`src/rtl/mips_muldiv_unit_if.sv`:
```
// mips_muldiv_unit_if: operation/handshake and HI/LO bus between the core control unit and the mul/div unit.
interface mips_muldiv_unit_if #(parameter int XLEN = 32);
  logic            start;
  logic [1:0]      op;
  logic [XLEN-1:0] a;
  logic [XLEN-1:0] b;
  logic            hilo_wr;
  logic            hilo_sel;
  logic [XLEN-1:0] hilo_data;
  logic            busy;
  logic            done;
  logic            dz;
  logic [XLEN-1:0] hi;
  logic [XLEN-1:0] lo;
  modport master (output start, op, a, b, hilo_wr, hilo_sel, hilo_data, input busy, done, dz, hi, lo);
  modport slave (input start, op, a, b, hilo_wr, hilo_sel, hilo_data, output busy, done, dz, hi, lo);
endinterface

```
`src/rtl/mips_muldiv_unit.sv`:
```
// mips_muldiv_unit: iterative MULT/MULTU/DIV/DIVU with HI/LO, one bit per cycle.
// Define MULDIV_EARLY_OUT_EN to end multiplies once the remaining multiplier bits are zero.
module mips_muldiv_unit #(
  parameter int XLEN = 32
) (
  input logic              clk,
  input logic              rst,
  mips_muldiv_unit_if.slave bus
);
  localparam int CW = $clog2(XLEN);
  typedef enum logic [1:0] {IDLE, PREP, ITER, FIX} state_t;
  state_t            r_state, w_next;
  logic [1:0]        r_op;
  logic [XLEN-1:0]   r_a, r_b, r_mp, r_hi, r_lo;
  logic [2*XLEN-1:0] r_acc, r_mc;
  logic [CW-1:0]     r_cnt;
  logic              r_done, r_dz;
  logic              w_div, w_sgn, w_na, w_nb, w_ge, w_last;
  logic [XLEN-1:0]   w_ma, w_mb, w_q, w_rem, w_diff;
  logic [XLEN:0]     w_rs;
  logic [2*XLEN-1:0] w_prod;
  assign w_div  = r_op[1];
  assign w_sgn  = ~r_op[0];
  assign w_na   = w_sgn & r_a[XLEN-1];
  assign w_nb   = w_sgn & r_b[XLEN-1];
  assign w_ma   = w_na ? -r_a : r_a;
  assign w_mb   = w_nb ? -r_b : r_b;
  // Divide step: remainder shifted left with the next dividend bit, then trial-subtracted
  assign w_rs   = r_acc[2*XLEN-1:XLEN-1];
  assign w_ge   = w_rs >= {1'b0, r_mp};
  assign w_diff = w_rs[XLEN-1:0] - r_mp;
  assign w_q    = r_acc[XLEN-1:0];
  assign w_rem  = r_acc[2*XLEN-1:XLEN];
  assign w_prod = (w_na ^ w_nb) ? -r_acc : r_acc;
`ifdef MULDIV_EARLY_OUT_EN
  assign w_last = (r_cnt == CW'(XLEN - 1)) || (!w_div && (r_mp >> 1) == '0);
`else
  assign w_last = r_cnt == CW'(XLEN - 1);
`endif
  always_comb begin
    w_next = r_state == IDLE ? (bus.start ? PREP : IDLE) :
             r_state == PREP ? ITER :
             r_state == ITER ? (w_last ? FIX : ITER) : IDLE;
  end
  always_ff @(posedge clk) begin
    if (rst) begin
      r_state <= IDLE;
      r_done  <= 1'b0;
      r_dz    <= 1'b0;
      r_hi    <= '0;
      r_lo    <= '0;
    end else begin
      r_state <= w_next;
      r_done  <= r_state == FIX;
      case (r_state)
        IDLE: begin
          if (bus.start) begin
            r_op <= bus.op;
            r_a  <= bus.a;
            r_b  <= bus.b;
          end else if (bus.hilo_wr) begin
            if (bus.hilo_sel) r_hi <= bus.hilo_data;
            else r_lo <= bus.hilo_data;
          end
        end
        PREP: begin
          r_cnt <= '0;
          r_mp  <= w_mb;
          r_mc  <= {{XLEN{1'b0}}, w_ma};
          r_acc <= w_div ? {{XLEN{1'b0}}, w_ma} : '0;
        end
        ITER: begin
          r_cnt <= r_cnt + CW'(1);
          if (w_div) begin
            r_acc <= {(w_ge ? w_diff : w_rs[XLEN-1:0]), r_acc[XLEN-2:0], w_ge};
          end else begin
            r_acc <= r_mp[0] ? r_acc + r_mc : r_acc;
            r_mc  <= r_mc << 1;
            r_mp  <= r_mp >> 1;
          end
        end
        FIX: begin
          if (!w_div) begin
            {r_hi, r_lo} <= w_prod;
          end else if (r_b == '0) begin
            r_hi <= r_a;
            r_lo <= '1;
            r_dz <= 1'b1;
          end else begin
            r_hi <= w_na ? -w_rem : w_rem;
            r_lo <= (w_na ^ w_nb) ? -w_q : w_q;
            r_dz <= 1'b0;
          end
        end
        default: ;
      endcase
    end
  end
  assign bus.busy = r_state != IDLE;
  assign bus.done = r_done;
  assign bus.dz   = r_dz;
  assign bus.hi   = r_hi;
  assign bus.lo   = r_lo;
endmodule

```
`src/flat_wrapper.sv`:
```
// flat-port wrapper written by rule: the top's interface ports become plain ports
module mips_muldiv_unit_flat 
#(
  parameter int XLEN = 32
)
  (clk, rst, bus_start, bus_op, bus_a, bus_b, bus_hilo_wr, bus_hilo_sel, bus_hilo_data, bus_busy, bus_done, bus_dz, bus_hi, bus_lo);
  mips_muldiv_unit_if #(.XLEN(XLEN)) bus_i ();
  input logic clk;
  input logic rst;
  input wire logic [$bits(bus_i.start)-1:0] bus_start;
  input wire logic [$bits(bus_i.op)-1:0] bus_op;
  input wire logic [$bits(bus_i.a)-1:0] bus_a;
  input wire logic [$bits(bus_i.b)-1:0] bus_b;
  input wire logic [$bits(bus_i.hilo_wr)-1:0] bus_hilo_wr;
  input wire logic [$bits(bus_i.hilo_sel)-1:0] bus_hilo_sel;
  input wire logic [$bits(bus_i.hilo_data)-1:0] bus_hilo_data;
  output wire logic [$bits(bus_i.busy)-1:0] bus_busy;
  output wire logic [$bits(bus_i.done)-1:0] bus_done;
  output wire logic [$bits(bus_i.dz)-1:0] bus_dz;
  output wire logic [$bits(bus_i.hi)-1:0] bus_hi;
  output wire logic [$bits(bus_i.lo)-1:0] bus_lo;
  assign bus_i.start = bus_start;
  assign bus_i.op = bus_op;
  assign bus_i.a = bus_a;
  assign bus_i.b = bus_b;
  assign bus_i.hilo_wr = bus_hilo_wr;
  assign bus_i.hilo_sel = bus_hilo_sel;
  assign bus_i.hilo_data = bus_hilo_data;
  assign bus_busy = bus_i.busy;
  assign bus_done = bus_i.done;
  assign bus_dz = bus_i.dz;
  assign bus_hi = bus_i.hi;
  assign bus_lo = bus_i.lo;
  mips_muldiv_unit #(.XLEN(XLEN)) u_core (.clk(clk), .rst(rst), .bus(bus_i));
endmodule
```
`config.mk`:
```
export PLATFORM = sky130hd
export DESIGN_NAME = mips_muldiv_unit_flat
export DESIGN_NICKNAME = d
export VERILOG_FILES = /design/src/rtl/mips_muldiv_unit_if.sv /design/src/rtl/mips_muldiv_unit.sv /design/src/flat_wrapper.sv
export SDC_FILE = /design/constraint.sdc
export NUM_CORES = 1
export LEC_CHECK = 0
export ABC_AREA = 1
export BUFFER_PORTS_ARGS = -buffer_cell sky130_fd_sc_hd__buf_2
export CORE_MARGIN = 2
export CORE_UTILIZATION = 40
export CTS_CLUSTER_SIZE = 40
export DETAILED_ROUTE_END_ITERATION = 7
export SYNTH_ARGS = -nofsm -noshare
export SYNTH_HDL_FRONTEND = slang
export SYNTH_SLANG_ARGS = --single-unit
```
`constraint.sdc`:
```
create_clock -name clk -period 10.5 [get_ports clk]
set_input_delay 1.05 -clock clk [delete_from_list [all_inputs] [get_ports clk]]
set_output_delay 1.05 -clock clk [all_outputs]
set_load 0.01 [all_outputs]
```
# After elaboration in Yosys (flattened, before gate mapping)

Index checks and enable logic that the tools add are counted.

Flip-flop bits (word level): 299
Latch bits: 0
Memory bits (writable): 0
Bits in read-only memories: 0
Bits of input ports: 103
Output and inout bits: 67
Word-level logic and storage cells: 81
Memories kept: 0

Add/subtract/negate cells: 8
$mul: 0
Divide/modulo/power cells: 0
$lt $le $gt $ge: 1
Eq/ne operators: 10
Shift operators: 0
Mux-type cells: 33
Bitwise logic cells: 5
Reductions and logical operators: 12

Operators with widths:

| kind                | count |
|---|---|
| $mux 32             | 17 |
| $mux 64             | 4 |
| $pmux 64 s2         | 2 |
| $pmux 32 s2         | 3 |
| $neg 32->32         | 4 |
| $add 64x64->64      | 1 |
| $neg 64->64         | 1 |
| $ge 33x32->1        | 1 |
| $logic_not 32->1    | 1 |
| $sub 32x32->32      | 1 |
| $ne 2x2->1 const B  | 5 |
| $pmux 5 s2          | 1 |
| $reduce_and 3->1    | 3 |
| $reduce_and 4->1    | 2 |
| $mux 2              | 3 |
| $reduce_bool 2->1   | 3 |
| $add 5x1->5 const B | 1 |
| $eq 5x5->1 const B  | 1 |
| $eq 2x2->1 const B  | 2 |
| $reduce_and 2->1    | 2 |
| $mux 1              | 3 |
| $ne 3x1->1 const B  | 1 |
| $and 1x1->1         | 2 |
| $eq 2x1->1 const B  | 1 |
| 3 further kinds     | 4 |

# Logic depth before layout (Yosys ltp)

Gate-level depths: netlist (run 1).

Word-level depth: 7
Mapped depth: 18
Depth with buffers taken out: 17

# Least setup slack after synthesis (run 1)

No wires, ideal clock.

Kind: input port to flip-flop
Start: input port rst
End: register u_core.r_mc[0] (enable)
Setup time: 0.693 ns
Arrival: 8.542 ns
Data required time: 9.807 ns
Path slack: 1.265 ns
Stages on the path: 3
Path buffers: 2
Cells stage by stage: clkbuf_1 > clkbuf_1 > a211oi_1

Longest elaborated chain between the ends: 2

Ends and longest elaborated chain:

| what                       | RTL line               | text |
|---|---|---|
| from (decl)                | flat_wrapper.sv:9      | `input logic rst;` |
| $not 1->1 (no line)        | -                      |  |
| $reduce_and 3->1 (no line) | -                      |  |
| to (signal assigned)       | mips_muldiv_unit.sv:69 | `r_mc <= {{XLEN{1'b0}}, w_ma};` |
| to (signal assigned)       | mips_muldiv_unit.sv:78 | `r_mc <= r_mc << 1;` |
| to (decl)                  | mips_muldiv_unit.sv:15 | `logic [2*XLEN-1:0] r_acc, r_mc;` |

Every way passes these cells.
A chain may end at the register's enable or synchronous reset.

# Worst setup path in the final report (run 1)

Start: register u_core.r_state[0]
End: register u_core.r_mc[10] (enable)

Longest elaborated chain between the ends: 3
Elaborated cells on any way between the ends: 5
Those cells by class: eq/ne: 3; reduce/logical: 2

Ends and longest elaborated chain:

| what                                                      | RTL line               | text |
|---|---|---|
| from (decl)                                               | mips_muldiv_unit.sv:12 | `state_t r_state, w_next;` |
| from (signal assigned)                                    | mips_muldiv_unit.sv:53 | `r_state <= w_next;` |
| $eq 2x2->1 or $eq 2x1->1 (tied branches)                  | mips_muldiv_unit.sv:55 | `case (r_state)` |
| $ne 2x2->1 (no line) or $reduce_bool 2->1 (tied branches) | -                      |  |
| $reduce_and 3->1 (no line) (*)                            | -                      |  |

Mark *: on every way between the ends. The rest lies on a longest branch, timed or not.

==> results of run 1 <==
-- cells in the final DEF, fill, tap and decap left out, drive strengths merged, types with 51 or more instances in the layout --
master / n
ha: 105
nor2: 481
o21ai: 231
o211ai: 58
edfxtp: 231
a21oi: 244
inv: 547
nand4: 51
nand3: 361
dfxtp: 68
nand2: 1259
buf: 190
-- kinds of logic after synthesis --
| logic type | after synthesis |
|---|---|
| xor gates and xnor gates | 70 |
| DFF | 299 |
| and+or+nand+nor | 2225 |
| AOI/OAI and AO/OA | 593 |
| buffers and inverters | 660 |
| adders and majority gates | 107 |
-- critical path, stage by stage (launching register included) --
cell and delay, ps:
dfxtp_1 330, inv_1 120, ha_4 620, inv_2 500, buf_4 420, a211oi_4 240
buf_4 420, buf_4 810
-- registers in the layout, summed over array words and instances, names as in the netlist --
signal           cells
u_core.r_op          2
u_core.r_acc        64
u_core.r_state       2
u_core.bus.done      1
u_core.r_mp         32
u_core.r_a          32
u_core.r_mc         64
u_core.bus.lo       32
u_core.r_b          32
u_core.bus.dz        1
u_core.r_cnt         5
u_core.bus.hi       32
-- metal layers --
metal  vias up  global-route usage  wire (µm)
met5         -                   0         28
met4         4               0.135       5050
met3       244              0.0474       8230
met2      1142               0.514      48200
met1     12447               0.420      45100
li1      13145                   -          -
-- power groups by stage --
stage / Combinational, mW / Clock [mW] / Sequential, mW
2_1_floorplan: 0.369 / 0 / 1.40
3_3_place_gp: 0.562 / 0 / 1.42
3_5_place_dp: 0.565 / 0 / 1.42
4_1_cts: 0.567 / 1.39 / 1.40
5_1_grt: 0.637 / 1.44 / 1.40
6_report: 0.576 / 1.38 / 1.40
-- how the worst max path moves through the flow --
stage | startpoint | endpoint | slack (ps) | cells past startpoint
after floorplan | rst | u_core.r_mc[0] | 1270 | 3
after global placement | u_core.r_state[0] | u_core.r_mc[13] | 6580 | 7
after detailed placement | u_core.r_state[0] | u_core.r_mc[13] | 6540 | 7
after CTS | u_core.r_state[0] | u_core.r_mc[8] | 6520 | 7
after global routing | u_core.r_state[0] | u_core.r_mc[13] | 6270 | 7
final | u_core.r_state[0] | u_core.r_mc[10] | 6510 | 7
-- area by class of cell --
| cell class | instances | area [µm²] | area share |
|---|---|---|---|
| Clock buffer | 46 | 1060 | 0.0376 |
| Tap cell | 846 | 1060 | 0.0374 |
| Sequential cell | 299 | 8300 | 0.293 |
| Multi-Input combinational cell | 2995 | 14600 | 0.516 |
| Inverter | 546 | 2050 | 0.0724 |
| Clock inverter | 22 | 238 | 0.00840 |
| Timing Repair Buffer | 190 | 1000 | 0.0354 |
-- stage by stage --
stage	std cells	setup slack [ps]	total power [mW]	area (µm²)
after detailed placement	4876	6540	1.99	27000
after floorplan	3954	1270	1.77	25400
after global routing	4944	6270	3.48	28300
after CTS	4944	6520	3.36	28300
after global placement	4876	6580	1.99	27000
final	4944	6510	3.36	28300
==> results_dict.tcl, run 1 <==
set metrics [dict create \
    drtPass1Iterations 6 \
    yosysSeqAreaShare 0.326 \
    clkTransAtPathRegs_ps 70 \
    start_kind "register" \
    hold_end "u_core.bus.lo[27]" \
    muxShareOfSynthArea 0 \
    drt_wl_total_um 107000 \
    arrival_ps 4180 \
    synth_common_cells "nand2_1, inv_1, nor2_1" \
    p_seq_frac 0.417 \
    timing.hold.ws_ps 496 \
    root_buffer "clkbuf_16" \
    slew_viol_final 0 \
    numCtsBuffers 38 \
    synth_xor_xnor_area_share 0.0241 \
    whs_path_depth 2 \
    crit_required_ps 10690 \
    powerDensity_nw_per_um2 119 \
    drv_cap 0 \
    period_minus_slack_ps 3990 \
    min_path_type "reg -> reg" \
    outcome "finished clean" \
    ios 170 \
    cts_max_level 2 \
    worst-r2r-cell-count 7 \
    cts.sinks 299 \
    ir_worst_vdd_mv 0.109 \
    ys_top_cells_by_area "edfxtp_1, nand2_1, inv_1, nand3_1, nor2_1" \
    synth_top_family_by_area "simple AND/OR/NAND/NOR gates" \
    postCtsHoldBufs 0 \
    finalSetupTns_ps 0 \
    grt_overflow 0 \
    power_frac_clock 0.412 \
    max_slew_margin 0.271 \
    synth_top_area_frac 0.273 \
    drt.antenna.violating_nets 0 \
    grt_pass1_wl_um 157000 \
    syn_inst 3954 \
    ys.flop_type "edfxtp_1" \
    setup_viol_count_final 0 \
    synth_adder_area_share 0.0532 \
    synth-compound-area-share 0.129 \
    cts_tree "done" \
    die_h_um 256 \
    switching_share 0.304 \
    antenna_found_initial 2 \
    cts_setup_buffers 0 \
    combPwrFrac 0.171 \
    clock_skew_ps 27.7 \
    synth.avg_cell_area_um2 6.43 \
    wire_per_inst_um 21.6 \
    gp_congestion 1.02 \
    crit_path_end_kind "register" \
    worstReg2RegStart "u_core.r_state[0]" \
    final_util 0.450 \
    fin_crit_sh 0.380 \
    r2r-end "u_core.r_mc[10]" \
    max_slew.worst_pin.slew_ps 1090 \
    n_fill_cell 6786 \
    dieWidth_um 256 \
    vias_per_cell 5.46 \
    grt_pass1_vias 25052 \
    grt_usage 0.317 \
    place.port_buffers 169 \
    cts_buffer_depth 3 \
    async_flop_share 0 \
    fmax_mhz 251 \
    fp-row-count 92 \
    cts-resized-gates 0 \
    areaGrowthSynthToFinish_pct 11.3 \
    p_int_mw 2.34 \
    vias 26982 \
    crit_fanout 65 \
    drive_above_1_share 0.0786 \
    grt_max_degree 85 \
    synth_simple_gate_area_frac 0.366 \
    cellLeakagePower_nw 13.5 \
    insertion_delay_ps 570 \
    synth_edf_count 231 \
    drtIter0Drc 3042 \
    synth_cell_types 55 \
    hold_viol 0 \
    dieArea_um2 65600 \
    postSynthNetCount 4164 \
    finalNetCount 4280 \
    r2r_setup_slack_ps 6510 \
    critical_path_class "reg -> reg" \
    dp_hpwl_um 84800 \
    synth_warnings 0 \
    rsz0062_at_grt "no" \
    synth.most_common_cell "nand2_1" \
    syn-cell-area_um2 25400 \
    route.detailed.drc 0 \
    diodes 0 \
    initial_core_util 0.404 \
    hp-start "u_core.bus.lo[27]" \
    coreArea_um2 63000 \
    yosysTopAreaCell "edfxtp_1" \
    ys_ff_latch 299 \
    switchingPower_mw 1.02 \
]
No activity file was read; power rests on OpenSTA's default activity.
==> run 2: changes to the inputs <==
==> constraint.sdc (replaced) <==
create_clock -name clk -period 3.53 [get_ports clk]
set_input_delay 0.353 -clock clk [delete_from_list [all_inputs] [get_ports clk]]
set_output_delay 0.353 -clock clk [all_outputs]
set_load 0.01 [all_outputs]
==> results_dict.tcl, run 2 (synthesized netlist as in run 1, its figures left out) <==
set metrics [dict create \
    arrival_ps 3710 \
    ios 170 \
    cts_tree "done" \
    gp_congestion 1.04 \
    fin_crit_sh 0.966 \
    hold_end "u_core.bus.lo[4]" \
    drt_wl_total_um 115000 \
    max_stage_delay_ps 500 \
    grt_max_degree 97 \
    critical_path_class "reg -> reg" \
    max_slew_margin 0.245 \
    cts.sinks 299 \
    whs_path_depth 3 \
    dp_hpwl_um 92700 \
    crit_path_end_kind "register" \
    root_buffer "clkbuf_16" \
    grt_pass1_wl_um 168000 \
    insertion_delay_ps 570 \
    vias_per_cell 5.51 \
    initial_core_util 0.404 \
    clock_skew_ps 26.0 \
    antenna_found_initial 5 \
    cts_buffer_depth 3 \
    diodes 0 \
    wire_per_inst_um 22.6 \
    crit_required_ps 3820 \
    finalNetCount 4401 \
    grt_pass1_vias 26084 \
    areaGrowthSynthToFinish_pct 15.7 \
    ir_worst_vdd_mv 0.456 \
    crit_fanout 4 \
    place.port_buffers 169 \
    finalSetupTns_ps 0 \
    max_slew.worst_pin.slew_ps 1130 \
    layout_common_cells "nand2_1, inv_1, nor2_1, nand3_1, a21oi_1" \
    r2r_setup_slack_ps 120 \
    dieWidth_um 256 \
    numCtsBuffers 37 \
    cts_max_level 2 \
    hp-start "bus_hilo_data[4]" \
    cts-resized-gates 0 \
    hold_viol 0 \
    drt.antenna.violating_nets 0 \
    clkTransAtPathRegs_ps 60 \
    powerDensity_nw_per_um2 346 \
    route.detailed.drc 0 \
    final_util 0.467 \
    cts_setup_buffers 0 \
    drtPass1Iterations 6 \
    slew_viol_final 0 \
    crit_buf_inv 1 \
    vias 27913 \
    fin_ws_ps 119 \
    worstReg2RegStart "u_core.r_acc[0]" \
    dieArea_um2 65600 \
    pre_cts_ws_ps 292 \
    path_common_cell "nand2_1" \
    n_fill_cell 6693 \
    top_regs "u_core.r_acc (64), u_core.r_mc (64)" \
    cellLeakagePower_nw 14.0 \
    fp-row-count 92 \
    layout_commonest_cell "nand2_1" \
    r2r-end "u_core.r_acc[30]" \
    worst-r2r-cell-count 13 \
    crit_cells 13 \
    drv_cap 0 \
    coreArea_um2 63000 \
    grt_overflow 0 \
    die_h_um 256 \
    slowest_stage "edfxtp_1" \
    rsz0062_at_grt "no" \
    start_kind "register" \
    grt_usage 0.341 \
    drtIter0Drc 3229 \
    drive_above_1_share 0.0885 \
    fmax_mhz 293 \
    cp_cell_sequence "ha_1, fa_1, nand3_1, nand2_1, nand2_1, nand2_1, inv_1, o21bai_1, nand2_1, nand2_1, o21ai_0, o21ai_0, nand2_1" \
    min_path_type "in -> reg" \
    period_minus_slack_ps 3410 \
    cp_top_family "simple AND/OR/NAND/NOR gates" \
    outcome "finished clean" \
    setup_viol_count_final 0 \
]
[run 2: cell count changes in the layout (fill, tap and decap cells not counted), sizes merged]
cell,before,now
dlygate4sd3,0,66
buf,190,246
clkinv,16,11
bufinv,4,7
clkinvlp,1,0
[run 2: power breakdown]
group | internal (mW) | total, mW | switching (mW)
Sequential | 3.97 | 4.11 | 0.143
Combinational | 0.619 | 1.91 | 1.30
Clock | 2.49 | 4.14 | 1.65
Total | 7.08 | 10.2 | 3.09
[run 2: cell type report]
| class | instances | area (µm²) | area share |
|---|---|---|---|
| multi-input cells | 2995 | 14600 | 0.496 |
| flip-flops and latches | 299 | 8300 | 0.282 |
| repair buffers | 312 | 2160 | 0.0734 |
| inverters | 546 | 2050 | 0.0698 |
| well taps | 846 | 1060 | 0.0360 |
| clock buffers | 46 | 981 | 0.0333 |
| clock inverters | 19 | 280 | 0.00952 |
[run 2: worst reg2reg max path: cells and delay by family (launching register included)]
kind / cells / cell delay, ps
DFF: 1 / 500
AOI/OAI and AO/OA: 3 / 710
and+or+nand+nor: 7 / 1140
buffers and inverters: 1 / 140
adders and majority gates: 2 / 660
[run 2: through the flow]
stage / hold slack [ps] / total power, mW / instance area, µm² / cells
finish: 81.7 / 10.2 / 29400 / 5063
floorplan: 452 / 5.26 / 25500 / 3954
detailed placement: 477 / 5.99 / 27500 / 4932
global route: 94.0 / 10.5 / 29400 / 5063
CTS: 67.6 / 10.1 / 29400 / 5063
global placement: 476 / 6.00 / 27500 / 4932
[run 2: worst max path at each step]
stage | from | end | slack (ps)
6_report | u_core.r_acc[0] | u_core.r_acc[30] | 120
5_1_grt | u_core.r_acc[0] | u_core.r_acc[30] | 50
4_1_cts | u_core.r_acc[0] | u_core.r_acc[30] | 250
3_5_place_dp | u_core.r_acc[0] | u_core.r_acc[30] | 290
3_3_place_gp | u_core.r_acc[31] | u_core.r_acc[46] | 210
2_1_floorplan | u_core.r_state[0] | u_core.r_mc[0] | -350
[run 2: repair_timing]
item                                    CTS  global route
endpoints found under the setup margin    0             0
hold buffers                             66             0
endpoints found under the hold margin    66             0
[run 2: routing by layer]
| layer | global-route usage | part of all wire |
|---|---|---|
| met1 | 0.444 | 0.41 |
| met2 | 0.548 | 0.45 |
| met3 | 0.0548 | 0.082 |
| met4 | 0.169 | 0.057 |
| met5 | 0 | 0.00036 |
